**src/rtl/fetch_ctrl_pkg.sv**
```systemverilog
// Shared types and widths for the instruction fetch controller.
package fetch_ctrl_pkg;

  localparam int unsigned INSN_W = 32;
  localparam int unsigned PC_W   = 32;

  typedef enum logic [1:0] {
    ST_BOOT  = 2'd0,
    ST_FETCH = 2'd1,
    ST_HALT  = 2'd2,
    ST_FAULT = 2'd3
  } state_t;

  typedef struct packed {
    logic [PC_W-1:0]   pc;
    logic [INSN_W-1:0] insn;
  } fetch_entry_t;

  function automatic logic [PC_W-1:0] word_index(input logic [PC_W-1:0] byte_pc);
    return {2'b00, byte_pc[PC_W-1:2]};
  endfunction

endpackage

```
**src/rtl/fetch_ctrl_if.sv**
```systemverilog
// Fetch-to-decode valid/ready handshake carrying an instruction and its PC.
interface fetch_ctrl_if;
  import fetch_ctrl_pkg::*;

  logic              inst_valid;
  logic              inst_ready;
  logic [INSN_W-1:0] inst_out;
  logic [PC_W-1:0]   inst_pc;

  modport master (output inst_valid, inst_out, inst_pc, input inst_ready);
  modport slave  (input inst_valid, inst_out, inst_pc, output inst_ready);

endinterface

```
**src/rtl/fetch_ctrl_fifo.sv**
```systemverilog
// Fetch buffer: synchronous FIFO of {pc, insn} entries; flush beats push.
module fetch_fifo
  import fetch_ctrl_pkg::*;
#(
  parameter int unsigned DEPTH = 2
) (
  input  logic         clk,
  input  logic         rst,
  input  logic         push,
  input  logic         pop,
  input  logic         flush,
  input  fetch_entry_t din,
  output fetch_entry_t dout,
  output logic         full,
  output logic         empty
);

  localparam int unsigned AW = $clog2(DEPTH);
  localparam logic [AW:0] PTR_ONE = (AW+1)'(1);

  fetch_entry_t mem [DEPTH];
  logic [AW:0]  wr_ptr;
  logic [AW:0]  rd_ptr;
  logic         do_push;
  logic         do_pop;

  assign empty = (wr_ptr == rd_ptr);
  assign full  = (wr_ptr[AW] != rd_ptr[AW]) && (wr_ptr[AW-1:0] == rd_ptr[AW-1:0]);
  assign dout  = mem[rd_ptr[AW-1:0]];

  // A push into a full buffer is legal when the head leaves in the same cycle.
  assign do_pop  = pop && !empty;
  assign do_push = push && (!full || do_pop);

  always_ff @(posedge clk) begin
    if (!rst || flush) begin
      wr_ptr <= '0;
      rd_ptr <= '0;
    end else begin
      if (do_push) wr_ptr <= wr_ptr + PTR_ONE;
      if (do_pop)  rd_ptr <= rd_ptr + PTR_ONE;
    end
  end

  always_ff @(posedge clk) begin
    if (rst && !flush && do_push) mem[wr_ptr[AW-1:0]] <= din;
  end

endmodule

```
**src/rtl/fetch_ctrl.sv**
```systemverilog
// Instruction fetch sequencer: owns the PC, drives ins_mem and feeds decode through a small buffer.
module fetch_ctrl
  import fetch_ctrl_pkg::*;
#(
  parameter logic [PC_W-1:0] RESET_PC   = 32'h0000_0000,
  parameter int unsigned     IMEM_DEPTH = 256,
  parameter int unsigned     FIFO_DEPTH = 2
) (
  input  logic              clk,
  input  logic              rst,
  output logic [PC_W-1:0]   imem_addr,
  output logic              imem_init,
  input  logic [INSN_W-1:0] imem_data,
  input  logic              redirect_valid,
  input  logic [PC_W-1:0]   redirect_pc,
  input  logic              halt_req,
  fetch_ctrl_if.master      dec,
  output logic              halted,
  output logic              fault
);

  state_t          state;
  state_t          state_nxt;
  logic [PC_W-1:0] pc;
  logic [PC_W-1:0] pc_nxt;
  logic            push;
  logic            pop;
  logic            flush;
  logic            full;
  logic            empty;
  logic            full_eff;
  logic            in_range;
  fetch_entry_t    head;
  fetch_entry_t    entry;

  assign imem_addr = word_index(pc);
  assign imem_init = !rst || (state == ST_BOOT);
  assign in_range  = word_index(pc) < PC_W'(IMEM_DEPTH);
  assign pop       = dec.inst_valid && dec.inst_ready;
  assign full_eff  = full && !pop;
  assign entry     = '{pc: pc, insn: imem_data};

  assign dec.inst_valid = !empty;
  assign dec.inst_out   = head.insn;
  assign dec.inst_pc    = head.pc;
  assign halted         = (state == ST_HALT) && empty;
  assign fault          = (state == ST_FAULT);

  always_comb begin
    state_nxt = state;
    pc_nxt    = pc;
    push      = 1'b0;
    flush     = 1'b0;

    unique case (state)
      ST_BOOT:  state_nxt = ST_FETCH;
      ST_FETCH: begin
        if (!in_range)     state_nxt = ST_FAULT;
        else if (halt_req) state_nxt = ST_HALT;
        else if (!full_eff) begin
          push   = 1'b1;
          pc_nxt = pc + PC_W'(4);
        end
      end
      ST_HALT:  state_nxt = ST_HALT;
      ST_FAULT: state_nxt = ST_FAULT;
      default:  state_nxt = ST_FAULT;
    endcase

    // A redirect overrides whatever the state-specific logic chose this cycle.
    if (redirect_valid && state != ST_FAULT) begin
      flush  = 1'b1;
      push   = 1'b0;
      pc_nxt = redirect_pc;
      if (redirect_pc[1:0] != 2'b00)            state_nxt = ST_FAULT;
      else if (halt_req && state != ST_HALT)    state_nxt = ST_HALT;
      else                                      state_nxt = ST_FETCH;
    end
  end

  always_ff @(posedge clk) begin
    if (!rst) begin
      state <= ST_BOOT;
      pc    <= RESET_PC;
    end else begin
      state <= state_nxt;
      pc    <= pc_nxt;
    end
  end

  fetch_fifo #(
    .DEPTH(FIFO_DEPTH)
  ) u_fifo (
    .clk   (clk),
    .rst   (rst),
    .push  (push),
    .pop   (pop),
    .flush (flush),
    .din   (entry),
    .dout  (head),
    .full  (full),
    .empty (empty)
  );

endmodule

```
**src/flat_wrapper.sv**
```systemverilog
// flat-port wrapper written by rule: the top's interface ports become plain ports
module fetch_ctrl_flat import fetch_ctrl_pkg::*;
#(
  parameter logic [PC_W-1:0] RESET_PC   = 32'h0000_0000,
  parameter int unsigned     IMEM_DEPTH = 256,
  parameter int unsigned     FIFO_DEPTH = 2
)
  (clk, rst, imem_addr, imem_init, imem_data, redirect_valid, redirect_pc, halt_req, halted, fault, dec_inst_valid, dec_inst_out, dec_inst_pc, dec_inst_ready);
  fetch_ctrl_if dec_i ();
  input  logic clk;
  input  logic rst;
  output logic [PC_W-1:0] imem_addr;
  output logic imem_init;
  input  logic [INSN_W-1:0] imem_data;
  input  logic redirect_valid;
  input  logic [PC_W-1:0] redirect_pc;
  input  logic halt_req;
  output logic halted;
  output logic fault;
  output wire logic [$bits(dec_i.inst_valid)-1:0] dec_inst_valid;
  output wire logic [$bits(dec_i.inst_out)-1:0] dec_inst_out;
  output wire logic [$bits(dec_i.inst_pc)-1:0] dec_inst_pc;
  input wire logic [$bits(dec_i.inst_ready)-1:0] dec_inst_ready;
  assign dec_inst_valid = dec_i.inst_valid;
  assign dec_inst_out = dec_i.inst_out;
  assign dec_inst_pc = dec_i.inst_pc;
  assign dec_i.inst_ready = dec_inst_ready;
  fetch_ctrl #(.RESET_PC(RESET_PC), .IMEM_DEPTH(IMEM_DEPTH), .FIFO_DEPTH(FIFO_DEPTH)) u_core (.clk(clk), .rst(rst), .imem_addr(imem_addr), .imem_init(imem_init), .imem_data(imem_data), .redirect_valid(redirect_valid), .redirect_pc(redirect_pc), .halt_req(halt_req), .dec(dec_i), .halted(halted), .fault(fault));
endmodule
```
**config.mk**
```make
export PLATFORM = sky130hd
export DESIGN_NAME = fetch_ctrl_flat
export DESIGN_NICKNAME = d
export VERILOG_FILES = /design/src/rtl/fetch_ctrl_pkg.sv /design/src/rtl/fetch_ctrl_if.sv /design/src/rtl/fetch_ctrl_fifo.sv /design/src/rtl/fetch_ctrl.sv /design/src/flat_wrapper.sv
export SDC_FILE = /design/constraint.sdc
export NUM_CORES = 1
export LEC_CHECK = 0
export BUFFER_PORTS_ARGS = -buffer_cell sky130_fd_sc_hd__buf_2
export CAP_MARGIN = 20
export CORE_MARGIN = 4
export CORE_UTILIZATION = 52
export CTS_BUF_LIST = sky130_fd_sc_hd__clkbuf_4 sky130_fd_sc_hd__clkbuf_8
export CTS_CLUSTER_SIZE = 24
export DETAILED_ROUTE_END_ITERATION = 8
export PLACE_DENSITY = 0.83
export SYNTH_ARGS = -nofsm -noshare
export SYNTH_HDL_FRONTEND = slang
export SYNTH_HIERARCHICAL = 1
export SYNTH_SLANG_ARGS = --single-unit
```
**constraint.sdc**
```tcl
create_clock -name clk -period 10.6 [get_ports clk]
set_input_delay 0.53 -clock clk [delete_from_list [all_inputs] [get_ports clk]]
set_output_delay 0.53 -clock clk [all_outputs]
set_load 0.1 [all_outputs]
```
==> qor.csv <==
metric,value,unit
status,"complete, no violations",
tns,0,ns
synth_async_sr_flop_share,0,
core-area,0.0128,mm^2
ctsHoldBuffers,0,
cts-root-buf,clkbuf_8,
critical_path.cell_chain,nor4_1 -> and4_2 -> nand2_1 -> a2111oi_0 -> nand2_1 -> a311oi_4 -> buf_4,
diodes,0,
final_core_util,0.625,
io_buffers,166,
drv_slew,0,
p_sw,0.340,mW
p_int,0.945,mW
grt_max_degree,65,
synth_most_common_cell,edfxtp_1,
clk_path_buf_depth,2,
hold_violations,0,
vias,4310,
firstDrtPassIters,5,
p_comb_frac,0.107,
cpMaxStageDelayCell,a2111oi_0,
cp-startpoint,u_core/pc[18]$_SDFFE_PN0P_,
syn_area,0.00692,mm^2
cts_max_level,4,
hold_class,input port to register,
crit_top_cell,nand2_1,
period_share,0.407,
finalNonFillerCells,803,
overflow,0,
syn_avg_cell_area,14.3,um^2
nFillCells,1002,
die-area,0.0152,mm^2
initial_utilization,0.540,
grt_pass1_vias,4158,
grt_use_total,0.190,
die-height,123,um
skew,0.00818,ns
rows,41,
io_pins,169,
timing.max_cap.violations,0,
postRouteAntennaNets,0,
synth_top_area_frac,0.555,
cts_setup_buffers,0,
grt_antenna_before_repair,0,
finalSetupViolations,0,
fin_nets,688,
timing.hold.ws,0.278,ns
max_freq,232,MHz
p_per_area,160,mW/mm^2
p_sw_frac,0.264,
drt_iter0_markers,350,
power.total,1.29,mW
drc,0,
worstHoldStart,imem_data[29],
wl,14600,um
final_area,0.00801,mm^2
yosysTopAreaCell,edfxtp_1,
ys_seq_elements,167,
p_seq_frac,0.566,
final.min_clock_period,4.32,ns
cp-start-kind,register,
max-vdd-ir-drop,66.2,uV
cts.sinks,167,
hpwlAfterDp,9970,um
path_class,register to register,
crit_arrival,4.39,ns
slew-limit-headroom,0.163,
dpl.cell_count,771,
synth_cells,485,
synth-seq-area-share,0.668,
layout-drive-gt1-share,0.448,
clockPowerShare,0.327,
synthToLayoutAreaGrowth,15.8,%
synth_ff_type,edfxtp_1,
r2r_start,u_core/pc[18]$_SDFFE_PN0P_,
die_w,123,um
ctsResizeCount,0,
synth.area.top_cells,"edfxtp_1 (56%), dfxtp_1 (11%), mux2_2 (10%)",
netlist_top_cells_count,"edfxtp_1 (128), mux2_2 (64), nand2_1 (60)",
place_ws,6.46,ns
ys_types,56,
crit_required,10.67,ns
numCtsBuffers,17,
finalWorstSetupSlack,6.28,ns
postPlaceCellArea,0.00764,mm^2
rsz0062_at_grt,no,
synth-edff-count,128,
viasPerCell,5.37,
endpoint_kind,register,
crit_fanout,64,
cpPeakStageDelay,1.04,ns
wl_per_cell,18.1,um
clk_latency,0.44,ns
place.gp.congestion,0.931,
cts_tree,done,
grt_pass1_wl,21600,um
clk_pin_slew,0.08,ns
ys_warn_count,6,
p_leak,3.00,nW
worstMarginPinSlew,1.22,ns
worst max-delay path: cells and delay by family (launching register included):
kind | cells | cell delay, ns
AND/OR/NAND/NOR | 4 | 1.43
buffers and inverters | 1 | 0.69
AO/OA/AOI/OAI | 2 | 1.37
flip-flops | 1 | 0.35
cells by family after synthesis:
| family | share of synthesized area |
|---|---|
| flip-flops | 0.668 |
| other | 0.000542 |
| AO/OA/AOI/OAI | 0.0689 |
| adder cells (fa/ha/maj) | 0.00181 |
| AND/OR/NAND/NOR | 0.0866 |
| XOR/XNOR | 0.00488 |
| multiplexers | 0.111 |
| buffers and inverters | 0.0580 |
cell usage in the layout, fill, tap and decap left out, types with 4 or more instances in the layout:
master,synthesis,final
inv_1,4,4
buf_2,10,166
mux2_2,64,64
a211oi_1,5,5
a31oi_1,5,5
edfxtp_1,128,128
nand2b_1,5,5
a21oi_1,5,5
clkinv_2,0,5
mux2i_1,5,5
nor2_1,14,14
nand4_1,6,6
nand2_1,60,60
nor4_1,6,6
clkbuf_8,4,20
clkinvlp_4,0,4
dfxtp_1,39,38
a21boi_0,24,24
o21ai_0,6,6
nand3_1,6,6
per-layer routing:
metal  vias to the layer above  track usage  wire, um
met5                         -            0         0
li1                       2031            -         -
met4                         0       0.0491       155
met2                       180        0.305      7100
met1                      2085        0.247      5850
met3                        14       0.0691      1460
flip-flops by register name, summed over array words and instances, names as in the netlist, named ones only:
signal and count:
u_core/u_fifo/rd_ptr 2, u_core/u_fifo/wr_ptr 2, u_core/pc 32, u_core/state 2, u_core/u_fifo/mem 128
power by group through the flow:
stage	Clock, mW	Combinational (mW)	Sequential (mW)
finish	0.421	0.137	0.727
global route	0.467	0.144	0.730
CTS	0.428	0.138	0.727
detailed placement	0	0.137	0.742
global placement	0	0.135	0.741
floorplan	0	0.118	0.737
cell type report:
class                           instances  area [um^2]  share of cell area
Inverter                                5         18.8             0.00234
Sequential cell                       167         4630               0.577
Clock buffer                           20          275              0.0343
Timing Repair Buffer                  169          853               0.106
Clock inverter                         12          103              0.0128
Tap cell                              172          215              0.0269
Multi-Input combinational cell        258         1920               0.240
worst paths after layout:
check,endpoint,slack [ns],cells past startpoint
setup / recovery,u_core/u_fifo/mem[1][33]$_DFFE_PP_,6.28,7
hold / removal,u_core/u_fifo/mem[0][29]$_DFFE_PP_,0.28,1
setup reg to reg,u_core/u_fifo/mem[1][33]$_DFFE_PP_,6.28,7
hold reg to reg,u_core/u_fifo/mem[0][33]$_DFFE_PP_,0.49,0
Note: power is estimated with default switching activity, not from simulation.
